`src/rtl/fromrec_fn.sv`:
```
// Recoded-float to IEEE-754 binary32 decoder. Normals and specials finish in one
// cycle; subnormals are denormalised by a one-bit-per-cycle right shifter.
module fromrec_fn #(
    parameter int FP_BITS     = 32,
    parameter int EXP_BITS    = 8,
    parameter int FRA_BITS    = 23,
    parameter int SIG_BITS    = 24,
    parameter int RECEXP_BITS = 9,
    parameter logic [RECEXP_BITS-1:0] EXP_OFFSET = 9'b1_0000_0001
) (
    input  logic                   clk,
    input  logic                   rst,
    input  logic                   in_valid,
    output logic                   in_ready,
    input  logic                   sign,
    input  logic [RECEXP_BITS-1:0] exp,
    input  logic [SIG_BITS-1:0]    sig,
    input  logic                   isNAN,
    input  logic                   isINf,
    input  logic                   isZero,
    output logic                   out_valid,
    input  logic                   out_ready,
    output logic [FP_BITS-1:0]     fp,
    output logic                   out_inv
);

    localparam int CNT_BITS = 5;
    localparam logic [FRA_BITS-1:0] QNAN_FRAC  = {1'b1, {(FRA_BITS-1){1'b0}}};
    localparam logic [EXP_BITS-1:0] EXP_ALL1   = '1;
    localparam logic [FP_BITS-1:0]  CANON_QNAN = {1'b0, EXP_ALL1, QNAN_FRAC};
    localparam logic signed [RECEXP_BITS-1:0] D_NORM_MIN = 9'sd1;
    localparam logic signed [RECEXP_BITS-1:0] D_NORM_MAX = 9'sd254;
    localparam logic signed [RECEXP_BITS-1:0] D_SUB_MIN  = -9'sd22;
    localparam logic signed [RECEXP_BITS-1:0] D_SUB_MAX  = 9'sd0;

    typedef enum logic [1:0] {
        IDLE,
        SHIFT,
        OUT
    } state_t;

    state_t                state_reg, state_next;
    logic                  valid_reg, valid_next;
    logic [FP_BITS-1:0]    fp_reg, fp_next;
    logic                  inv_reg, inv_next;
    logic [CNT_BITS-1:0]   count_reg, count_next;
    logic [SIG_BITS-1:0]   shift_reg, shift_next;
    logic                  sign_reg, sign_next;

    // Unbiased exponent, 9-bit wrap-around, interpreted as signed
    logic [RECEXP_BITS-1:0] exp_diff;
    logic                   is_normal;
    logic                   is_subnormal;
    logic [FRA_BITS-1:0]    nan_frac;
    logic [FP_BITS-1:0]     fp_dec;
    logic                   inv_dec;
    logic                   shift_dec;

    assign exp_diff     = exp - EXP_OFFSET;
    assign is_normal    = ($signed(exp_diff) >= D_NORM_MIN) && ($signed(exp_diff) <= D_NORM_MAX);
    assign is_subnormal = ($signed(exp_diff) >= D_SUB_MIN) && ($signed(exp_diff) <= D_SUB_MAX);
    // A NaN with an all-zero payload would read back as infinity, so quieten it
    assign nan_frac     = (sig[FRA_BITS-1:0] == '0) ? QNAN_FRAC : sig[FRA_BITS-1:0];

    // Single-cycle classification of the operand currently on the input
    always_comb begin
        fp_dec    = '0;
        inv_dec   = 1'b0;
        shift_dec = 1'b0;
        if (isNAN) begin
            fp_dec = {sign, EXP_ALL1, nan_frac};
        end else if (isINf) begin
            fp_dec = {sign, EXP_ALL1, {FRA_BITS{1'b0}}};
        end else if (isZero) begin
            fp_dec = {sign, {(FP_BITS-1){1'b0}}};
        end else if (is_normal) begin
            fp_dec = {sign, exp_diff[EXP_BITS-1:0], sig[FRA_BITS-1:0]};
        end else if (is_subnormal) begin
            shift_dec = 1'b1;
        end else begin
            fp_dec  = CANON_QNAN;
            inv_dec = 1'b1;
        end
    end

    assign in_ready  = (state_reg == IDLE) && !rst;
    assign out_valid = valid_reg;
    assign fp        = fp_reg;
    assign out_inv   = inv_reg;

    always_comb begin
        state_next = state_reg;
        valid_next = valid_reg;
        fp_next    = fp_reg;
        inv_next   = inv_reg;
        count_next = count_reg;
        shift_next = shift_reg;
        sign_next  = sign_reg;
        case (state_reg)
            IDLE: begin
                if (in_valid) begin
                    if (shift_dec) begin
                        shift_next = sig;
                        sign_next  = sign;
                        // 1 - d, d in -22..0, so the count is 1..23
                        count_next = CNT_BITS'(1) - exp_diff[CNT_BITS-1:0];
                        state_next = SHIFT;
                    end else begin
                        fp_next    = fp_dec;
                        inv_next   = inv_dec;
                        valid_next = 1'b1;
                        state_next = OUT;
                    end
                end
            end
            SHIFT: begin
                shift_next = shift_reg >> 1;
                count_next = count_reg - CNT_BITS'(1);
                if (count_reg <= CNT_BITS'(1)) begin
                    // The bits landing in the fraction are the ones just shifted down
                    fp_next    = {sign_reg, {EXP_BITS{1'b0}}, shift_reg[SIG_BITS-1:1]};
                    inv_next   = 1'b0;
                    valid_next = 1'b1;
                    state_next = OUT;
                end
            end
            OUT: begin
                if (out_ready) begin
                    valid_next = 1'b0;
                    state_next = IDLE;
                end
            end
            default: begin
                valid_next = 1'b0;
                state_next = IDLE;
            end
        endcase
    end

    always_ff @(posedge clk) begin
        if (rst) begin
            state_reg <= IDLE;
            valid_reg <= 1'b0;
            fp_reg    <= '0;
            inv_reg   <= 1'b0;
            count_reg <= '0;
            shift_reg <= '0;
            sign_reg  <= 1'b0;
        end else begin
            state_reg <= state_next;
            valid_reg <= valid_next;
            fp_reg    <= fp_next;
            inv_reg   <= inv_next;
            count_reg <= count_next;
            shift_reg <= shift_next;
            sign_reg  <= sign_next;
        end
    end

endmodule

```
`config.mk`:
```
export PLATFORM = sky130hd
export DESIGN_NAME = fromrec_fn
export DESIGN_NICKNAME = d
export VERILOG_FILES = /design/src/rtl/fromrec_fn.sv
export SDC_FILE = /design/constraint.sdc
export NUM_CORES = 1
export LEC_CHECK = 0
export CELL_PAD_IN_SITES_DETAIL_PLACEMENT = 1
export CELL_PAD_IN_SITES_GLOBAL_PLACEMENT = 1
export CORE_ASPECT_RATIO = 1.5
export CORE_MARGIN = 2
export CORE_UTILIZATION = 35
export DETAILED_ROUTE_END_ITERATION = 10
export HOLD_SLACK_MARGIN = 0.03
export PLACE_DENSITY = 0.74
export SLEW_MARGIN = 5
export SYNTH_ARGS = -nofsm -noshare
export SYNTH_HDL_FRONTEND = slang
export SYNTH_SLANG_ARGS = --single-unit
```
`constraint.sdc`:
```
create_clock -name clk -period 3.48 [get_ports clk]
set_input_delay 0.522 -clock clk [delete_from_list [all_inputs] [get_ports clk]]
set_output_delay 0.522 -clock clk [all_outputs]
set_load 0.01 [all_outputs]
```
==> metrics.md, run 1 <==
| Metric | Value |
|---|---|
| Synthesis Warnings | 0 |
| Vias in the first global route | 4,215 |
| Clock sinks | 65 |
| Cts hold-fix bufs | 0 |
| RSZ-0062 raised after global routing | yes |
| Mean Syn Cell Area | 8.22 µm² |
| Main combinational cell family by area after synthesis | compound AO/OA/AOI/OAI gates |
| Total power | 2.04 mW |
| Crit Path Class | input port to flop |
| HPWL Detailed | 9100 µm |
| DP Cell Count | 682 |
| Final-report max-slew violation count | 0 |
| Critical Path AT | 3560 ps |
| Fillers | 1,258 |
| Routed vias | 3,908 |
| Nets@finish | 601 |
| Async SR Flop Fraction | 0% |
| WL final | 12,600 µm |
| Fraction of layout cells with a size suffix above 1 | 17.3% |
| Reg-to-Reg End | shift_reg[8]$_SDFFE_PP0P_ |
| DIE AREA | 11,800 µm² |
| Headroom to the max-slew limit | 40.1% |
| Final hold slack | 473 ps |
| Reg2reg start | state_reg[0]$_SDFFE_PP0P_ |
| Initial Util | 36.0% |
| FMAX | 0.302 GHz |
| Status | complete, no violations |
| Seq/Total Area, Yosys | 34.1% |
| Worst setup SP type | input port |
| Die W | 89.2 µm |
| Crit-path slowest cell | clkdlybuf4s50_1 |
| TritonCTS clock tree | done |
| Finish-stage setup viols | 0 |
| Min cycle time layout | 3310 ps |
| Final cell count without fillers | 699 |
| Post-synth cell types | 59 |
| Clock-pin slew on the worst setup and hold paths | 50 ps |
| CP Capture Type | flop |
| Post-synthesis mux area share | 1.31% |
| Hold crit path type | flop to flop |
| Hold path start | fp[23]$_SDFFE_PP0P_ |
| Worst path required time | 3730 ps |
| Max reg flops | 32 |
| Boundary pin count | 76 |
| Buffers on Ports | 75 |
| Global-route wire length before repair | 20,700 µm |
| Largest stage delay, worst path | 490 ps |
| Ys flop type | dfxtp_1 |
| Number of CTS-inserted buffers | 9 |
| Post-synthesis simple-gate area fraction | 21.9% |
| Grt ovf | 0 |
| Placeable core area | 10,600 µm² |
| H-tree lvl count | 3 |
| Die height | 132 µm |
| VDD IR max | 0.000270 V |
| FP Rows | 46 |
| Worst hold endpoint | fp[23]$_SDFFE_PP0P_ |
| Most numerous cell on the critical path | buf_4 |
| Routed WL per cell | 18.0 µm |
| Gpl congestion | 0.818 |
| Largest net degree at the start of global routing | 63 |
| Worst R2R Setup Slack | 790 ps |
| Final hold violations | 0 |
| Compound-Gate Fraction of Synth Area | 30.6% |
| Drc violations | 0 |
| Max-cap violations | 0 |
| Worst skew pair latency | 340 ps |
| Worst Hold Path Cells | 1 |
| Synthesized flop and latch total | 65 |
| Post-synthesis cell area | 3810 µm² |
| CTS root buffer | clkbuf_16 |
| Slew @ Worst Pin | 896 ps |
| Cell Chain, Critical Path | clkdlybuf4s50_1 -> inv_1 -> ha_1 -> buf_4 -> nor3b_2 -> xnor2_2 -> nand2b_1 -> nor4_2 -> a31o_1 -> buf_4 -> a31oi_4 -> buf_4 -> a211o_1 -> a21oi_1 |
| Leakage | 1.93 nW |
| Area Growth Syn to Fin | 37.6% |
| Adder-cell share of the synthesized area | 2.62% |
| Initial antenna violation count | 0 |
| Critical Path Fanout Max | 13 |
| XOR/XNOR Fraction of Synth Area | 3.18% |
| Clock Skews | 5.24 ps |
| Syn Nets | 513 |
| Period utilization | 95.0% |
| DRT iter0 DRCs | 159 |
| Max Buffers Root-to-Sink | 2 |
| Reg2reg path depth | 6 |
| Power density cells | 389 nW/µm² |
| DRT Pass-1 Iters | 4 |
| Post-synth EDFFs | 0 |
| Gate Count Post-Synth | 464 |
| Mean number of vias per cell | 5.59 |
| Tot GR Track Use | 22.3% |
| Antenna-violating nets left | 0 |
| N_diodes | 0 |
## per-layer routing
layer,share of wire [%],track usage [%],vias to the layer above,wire length [µm]
li1,-,-,1864,-
met4,1.9,9.37,0,238
met5,0,0,-,0
met3,2.7,2.63,16,342
met1,41,25.7,1962,5110
met2,55,40.2,66,6920
## kinds of logic (layout without fill, tap and decap cells)
kind of cell / count (synthesis) / after routing
XOR/XNOR: 13 / 13
flip-flops: 65 / 65
buffers and inverters: 50 / 141
multiplexers: 5 / 5
AO/OA/AOI/OAI: 150 / 150
adder cells (fa/ha/maj): 8 / 8
AND/OR/NAND/NOR: 173 / 173
## cells in the final DEF, fill, tap and decap left out, types with 7 or more instances in the layout
| cell | Yosys | final |
|---|---|---|
| a221oi_1 | 12 | 9 |
| o21ai_0 | 37 | 37 |
| inv_1 | 9 | 9 |
| clkdlybuf4s50_1 | 0 | 74 |
| clkbuf_16 | 0 | 9 |
| nand3_1 | 8 | 8 |
| nor2_1 | 50 | 49 |
| nor3_1 | 28 | 28 |
| dfxtp_1 | 65 | 64 |
| a21oi_1 | 33 | 32 |
| a221oi_2 | 10 | 13 |
| nand2_1 | 55 | 55 |
| ha_1 | 8 | 8 |
| buf_4 | 4 | 37 |
| a211o_1 | 21 | 21 |
| a22o_1 | 7 | 7 |
## worst max-delay path: cells and delay by family
kind | cells | cell delay [ps]
AO/OA/AOI/OAI | 4 | 750
XOR/XNOR | 1 | 350
adder cells (fa/ha/maj) | 1 | 240
buffers and inverters | 5 | 1150
AND/OR/NAND/NOR | 3 | 540
## power by group
part	total, mW	internal [mW]	leakage (nW)	switching [mW]
logic	0.404	0.203	1.27	0.201
registers	0.804	0.779	0.531	0.0254
clock network	0.835	0.510	0.133	0.326
total	2.04	1.49	1.93	0.552
## synth_stat cells, types with 7 or more instances
cell type	number	area share, %
ha_1	8	2.6
inv_1	9	0.89
a21oi_1	33	4.3
o21ai_0	37	4.9
a22o_1	7	1.6
a221oi_1	12	2.8
a221oi_2	10	3.9
nor2_1	50	4.9
nand3_1	8	1.0
nor3_1	28	3.7
nand2_1	55	5.4
a211o_1	21	4.8
clkbuf_1	27	2.7
dfxtp_1	65	34
## layout make-up
class / instances / area, µm² / area share (%)
clock buffer: 11 / 253 / 4.82
clock inverter: 3 / 17.5 / 0.334
inverter: 9 / 33.8 / 0.644
multi-input combinational: 349 / 2330 / 44.5
sequential: 65 / 1300 / 24.8
tap: 144 / 180 / 3.43
timing repair buffer: 118 / 1130 / 21.5
## per-stage QoR
| step | cell area [µm²] | setup WS (ps) | util [%] | TNS [ps] |
|---|---|---|---|---|
| floorplan | 3810 | 158 | - | 0 |
| detailed placement | 4910 | -262 | 46.4 | -10340 |
| CTS | 5180 | 59.5 | 48.9 | 0 |
| finish | 5250 | 173 | 49.6 | 0 |
| global placement | 4910 | -117 | 46.4 | -2090 |
| global route | 5250 | -14.2 | 49.6 | -20.2 |
## timing repair
action / in CTS / in global routing
setup endpoints to repair: 0 / 47
buffers inserted: 0 / 3
gates resized for setup: 0 / 8
## how the worst max path moves through the flow
stage                     startpoint                          to  slack, ps
after global placement        exp[0]          fp[1]$_SDFFE_PP0P_       -120
after detailed placement      exp[0]          fp[1]$_SDFFE_PP0P_       -260
after global routing          exp[0]  shift_reg[13]$_SDFFE_PP0P_        -10
after CTS                     exp[0]          fp[4]$_SDFFE_PP0P_         60
final                         exp[0]  shift_reg[16]$_SDFFE_PP0P_        170
after floorplan               exp[0]   count_reg[3]$_SDFFE_PP0P_        160
No activity file was read; power rests on OpenSTA's default activity.
==> run 2: changes to the inputs <==
--- a/config.mk
+++ b/config.mk
@@ -13,6 +13,7 @@
 export DETAILED_ROUTE_END_ITERATION = 10
 export HOLD_SLACK_MARGIN = 0.03
 export PLACE_DENSITY = 0.74
+export SKIP_LAST_GASP = 1
 export SLEW_MARGIN = 5
 export SYNTH_ARGS = -nofsm -noshare
 export SYNTH_HDL_FRONTEND = slang
==> constraint.sdc (replaced) <==
create_clock -name clk -period 2.67 [get_ports clk]
set_input_delay 0.4005 -clock clk [delete_from_list [all_inputs] [get_ports clk]]
set_output_delay 0.4005 -clock clk [all_outputs]
set_load 0.01 [all_outputs]
==> run 2 against run 1 <==
Compared with the run above:
- wire length grew 13%
- cell area grew 13%
- sequential cell count is the same
- worst setup slack lost 180 ps
- count of clock-buffer cells in the layout grew 2
- highest routed layer unchanged
- the run now ends with negative setup slack left
==> metrics.md, run 2 (synthesis results as in run 1) <==
| Metric | Value |
|---|---|
| Worst hold endpoint | shift_reg[22]$_SDFFE_PP0P_ (was fp[23]$_SDFFE_PP0P_) |
| Status | complete, but fails checks (was complete, no violations) |
| GR met2 Demand/Resource | 43.2% (was 40.2%) |
| Reg2reg path depth | 8 (was 6) |
| Area Growth Syn to Fin | 55.4% (was 37.6%) |
| CTS root buffer | clkbuf_16 (unchanged) |
| Critical Path AT | 2900 ps (was 3560 ps) |
| Most frequent cells in the layout | clkdlybuf4s50_1 (67), buf_4 (66), dfxtp_1 (64) (was clkdlybuf4s50_1 (74), dfxtp_1 (64), nand2_1 (55)) |
| Leakage | 2.25 nW (was 1.93 nW) |
| Largest net degree at the start of global routing | 63 (unchanged) |
| Die W | 89.2 µm (unchanged) |
| Max reg flops | 32 (unchanged) |
| Initial Util | 36.0% (unchanged) |
| H-tree lvl count | 3 (unchanged) |
| Met3 Track Usage GR | 3.57% (was 2.63%) |
| Max-cap violations | 0 (unchanged) |
| Initial antenna violation count | 0 (unchanged) |
| WL final | 14,200 µm (was 12,600 µm) |
| Hold path start | shift_reg[22]$_SDFFE_PP0P_ (was fp[23]$_SDFFE_PP0P_) |
| Buffers on Ports | 75 (unchanged) |
| Violated checks | negative setup slack |
| Max Buffers Root-to-Sink | 2 (unchanged) |
| DRT iter0 DRCs | 187 (was 159) |
| Cell Chain, Critical Path | buf_6 -> inv_4 -> ha_4 -> xnor2_4 -> buf_4 -> buf_6 -> a211oi_2 -> nand2_1 -> o31a_1 -> a21boi_4 -> buf_12 -> a311o_1 -> buf_6 -> a21oi_2 -> a211oi_1 (was clkdlybuf4s50_1 -> inv_1 -> ha_1 -> buf_4 -> nor3b_2 -> xnor2_2 -> nand2b_1 -> nor4_2 -> a31o_1 -> buf_4 -> a31oi_4 -> buf_4 -> a211o_1 -> a21oi_1) |
| Total power | 2.92 mW (was 2.04 mW) |
| Global-route wire length before repair | 22,100 µm (was 20,700 µm) |
| Worst path required time | 2900 ps (was 3730 ps) |
| Post-route worst setup slack | -5.52 ps (was 173 ps) |
| Post-Place Worst Slack | -809 ps (was -262 ps) |
| Power density cells | 493 nW/µm² (was 389 nW/µm²) |
| Critical Path Fanout Max | 7 (was 13) |
| Placeable core area | 10,600 µm² (unchanged) |
| Crit Path Class | input port to flop (unchanged) |
| Final hold violations | 0 (unchanged) |
| Boundary pin count | 76 (unchanged) |
| Reg2reg start | count_reg[3]$_SDFFE_PP0P_ (was state_reg[0]$_SDFFE_PP0P_) |
| Min cycle time layout | 2680 ps |
| Die height | 132 µm (unchanged) |
| FMAX | 0.374 GHz |
| Routed WL per cell | 19.0 µm (was 18.0 µm) |
| Final cell count without fillers | 747 (was 699) |
| Antenna-violating nets left | 0 (unchanged) |
| Final-report max-slew violation count | 0 (unchanged) |
| Tot GR Track Use | 23.8% (was 22.3%) |
| Vias in the first global route | 4,319 (was 4,215) |
| FP Rows | 46 (unchanged) |
| Worst skew pair latency | 340 ps (about the same) |
| Nets@finish | 647 (was 601) |
| Clock Skews | 7.42 ps (was 5.24 ps) |
| Hold crit path type | flop to flop (unchanged) |
| Worst R2R Setup Slack | 530 ps (was 790 ps) |
| Finish-stage setup viols | 3 (was 0) |
| Grt ovf | 0 (unchanged) |
| Gpl congestion | 0.820 (was 0.818) |
| TritonCTS clock tree | done (unchanged) |
| Slew @ Worst Pin | 737 ps (was 896 ps) |
| VDD IR max | 0.000366 V (was 0.000270 V) |
| Cts hold-fix bufs | 0 (unchanged) |
| Most numerous cell on the critical path | buf_6 (was buf_4) |
| DIE AREA | 11,800 µm² (unchanged) |
| Commonest non-fill, non-tap cell in the layout | clkdlybuf4s50_1 (unchanged) |
| Mean number of vias per cell | 5.52 (was 5.59) |
| CP startpoint | exp[1] (was exp[0]) |
| DP Cell Count | 704 (was 682) |
| Period utilization | 100% |
| Clock-pin slew on the worst setup and hold paths | 60 ps (was 50 ps) |
| Fillers | 1,235 (was 1,258) |
| HPWL Detailed | 9380 µm (was 9100 µm) |
| Headroom to the max-slew limit | 50.9% (was 40.1%) |
| Met1 GRT Util | 26.8% (was 25.7%) |
| Clock sinks | 65 (unchanged) |
| Worst setup SP type | input port (unchanged) |
| Reg-to-Reg End | fp[20]$_SDFFE_PP0P_ (was shift_reg[8]$_SDFFE_PP0P_) |
| GRT busiest layer | met2 (unchanged) |
| Routed vias | 4,126 (was 3,908) |
| CP Capture Type | flop (unchanged) |
| Crit-path slowest cell | o31a_1 (was clkdlybuf4s50_1) |
| Largest stage delay, worst path | 340 ps (was 490 ps) |
| RSZ-0062 raised after global routing | yes (unchanged) |
| Final hold slack | 486 ps (was 473 ps) |
| Worst Hold Path Cells | 2 (was 1) |
| Setup TNS | -12.0 ps (was 0 ps) |
| Drc violations | 0 (unchanged) |
| Number of CTS-inserted buffers | 9 (unchanged) |
| Fraction of layout cells with a size suffix above 1 | 27.9% (was 17.3%) |
| DRT Pass-1 Iters | 4 (unchanged) |
-- run 2: final cells by class --
type	count	area, µm²	area share, %
flip-flops and latches	65	1300	22.0
diodes	1	2.50	0.0422
clock buffers	13	280	4.73
repair buffers	163	1570	26.4
clock inverters	2	35.0	0.591
well taps	144	180	3.04
inverters	9	41.3	0.696
multi-input cells	350	2520	42.5
-- run 2: worst max-delay path by stage --
stage / endpoint / slack [ps] / depth (start not counted)
global route: fp[29]$_SDFFE_PP0P_ / -130 / 15
detailed placement: fp[17]$_SDFFE_PP0P_ / -810 / 13
floorplan: count_reg[2]$_SDFFE_PP0P_ / -190 / 14
global placement: fp[25]$_SDFFE_PP0P_ / -680 / 14
finish: fp[21]$_SDFFE_PP0P_ / -6 / 15
CTS: fp[18]$_SDFFE_PP0P_ / 10 / 13
-- run 2: worst max-delay path: cells and delay by family --
kind	cells	cell delay (ps)
buffers and inverters	6	720
adder cells (fa/ha/maj)	1	180
XOR/XNOR	1	150
AND/OR/NAND/NOR	1	100
AO/OA/AOI/OAI	6	1350
-- run 2: per-layer routing --
layer | share of wire (%) | vias to the layer above
li1 | - | 1964
met5 | 0 | -
met3 | 3.1 | 37
met4 | 3.9 | 0
met2 | 55 | 106
met1 | 38 | 2019
-- run 2: what timing repair did --
action | CTS | global route
resized for setup | 38 | 33
cloned | 2 | 3
pin swaps | 22 | 33
endpoints found under the setup margin | 64 | 63
setup buffers | 18 | 4
-- run 2: metrics by stage --
step | cell area (µm²) | utilization [%]
6_report | 5930 | 56.0
5_1_grt | 5930 | 56.0
4_1_cts | 5760 | 54.4
3_5_place_dp | 5170 | 48.8
3_3_place_gp | 5170 | 48.8
2_1_floorplan | 3910 | -
-- run 2: power by group --
| group | total, mW | internal (mW) | switching [mW] |
|---|---|---|---|
| registers | 1.05 | 1.01 | 0.0369 |
| logic | 0.621 | 0.325 | 0.296 |
| clock network | 1.25 | 0.818 | 0.431 |
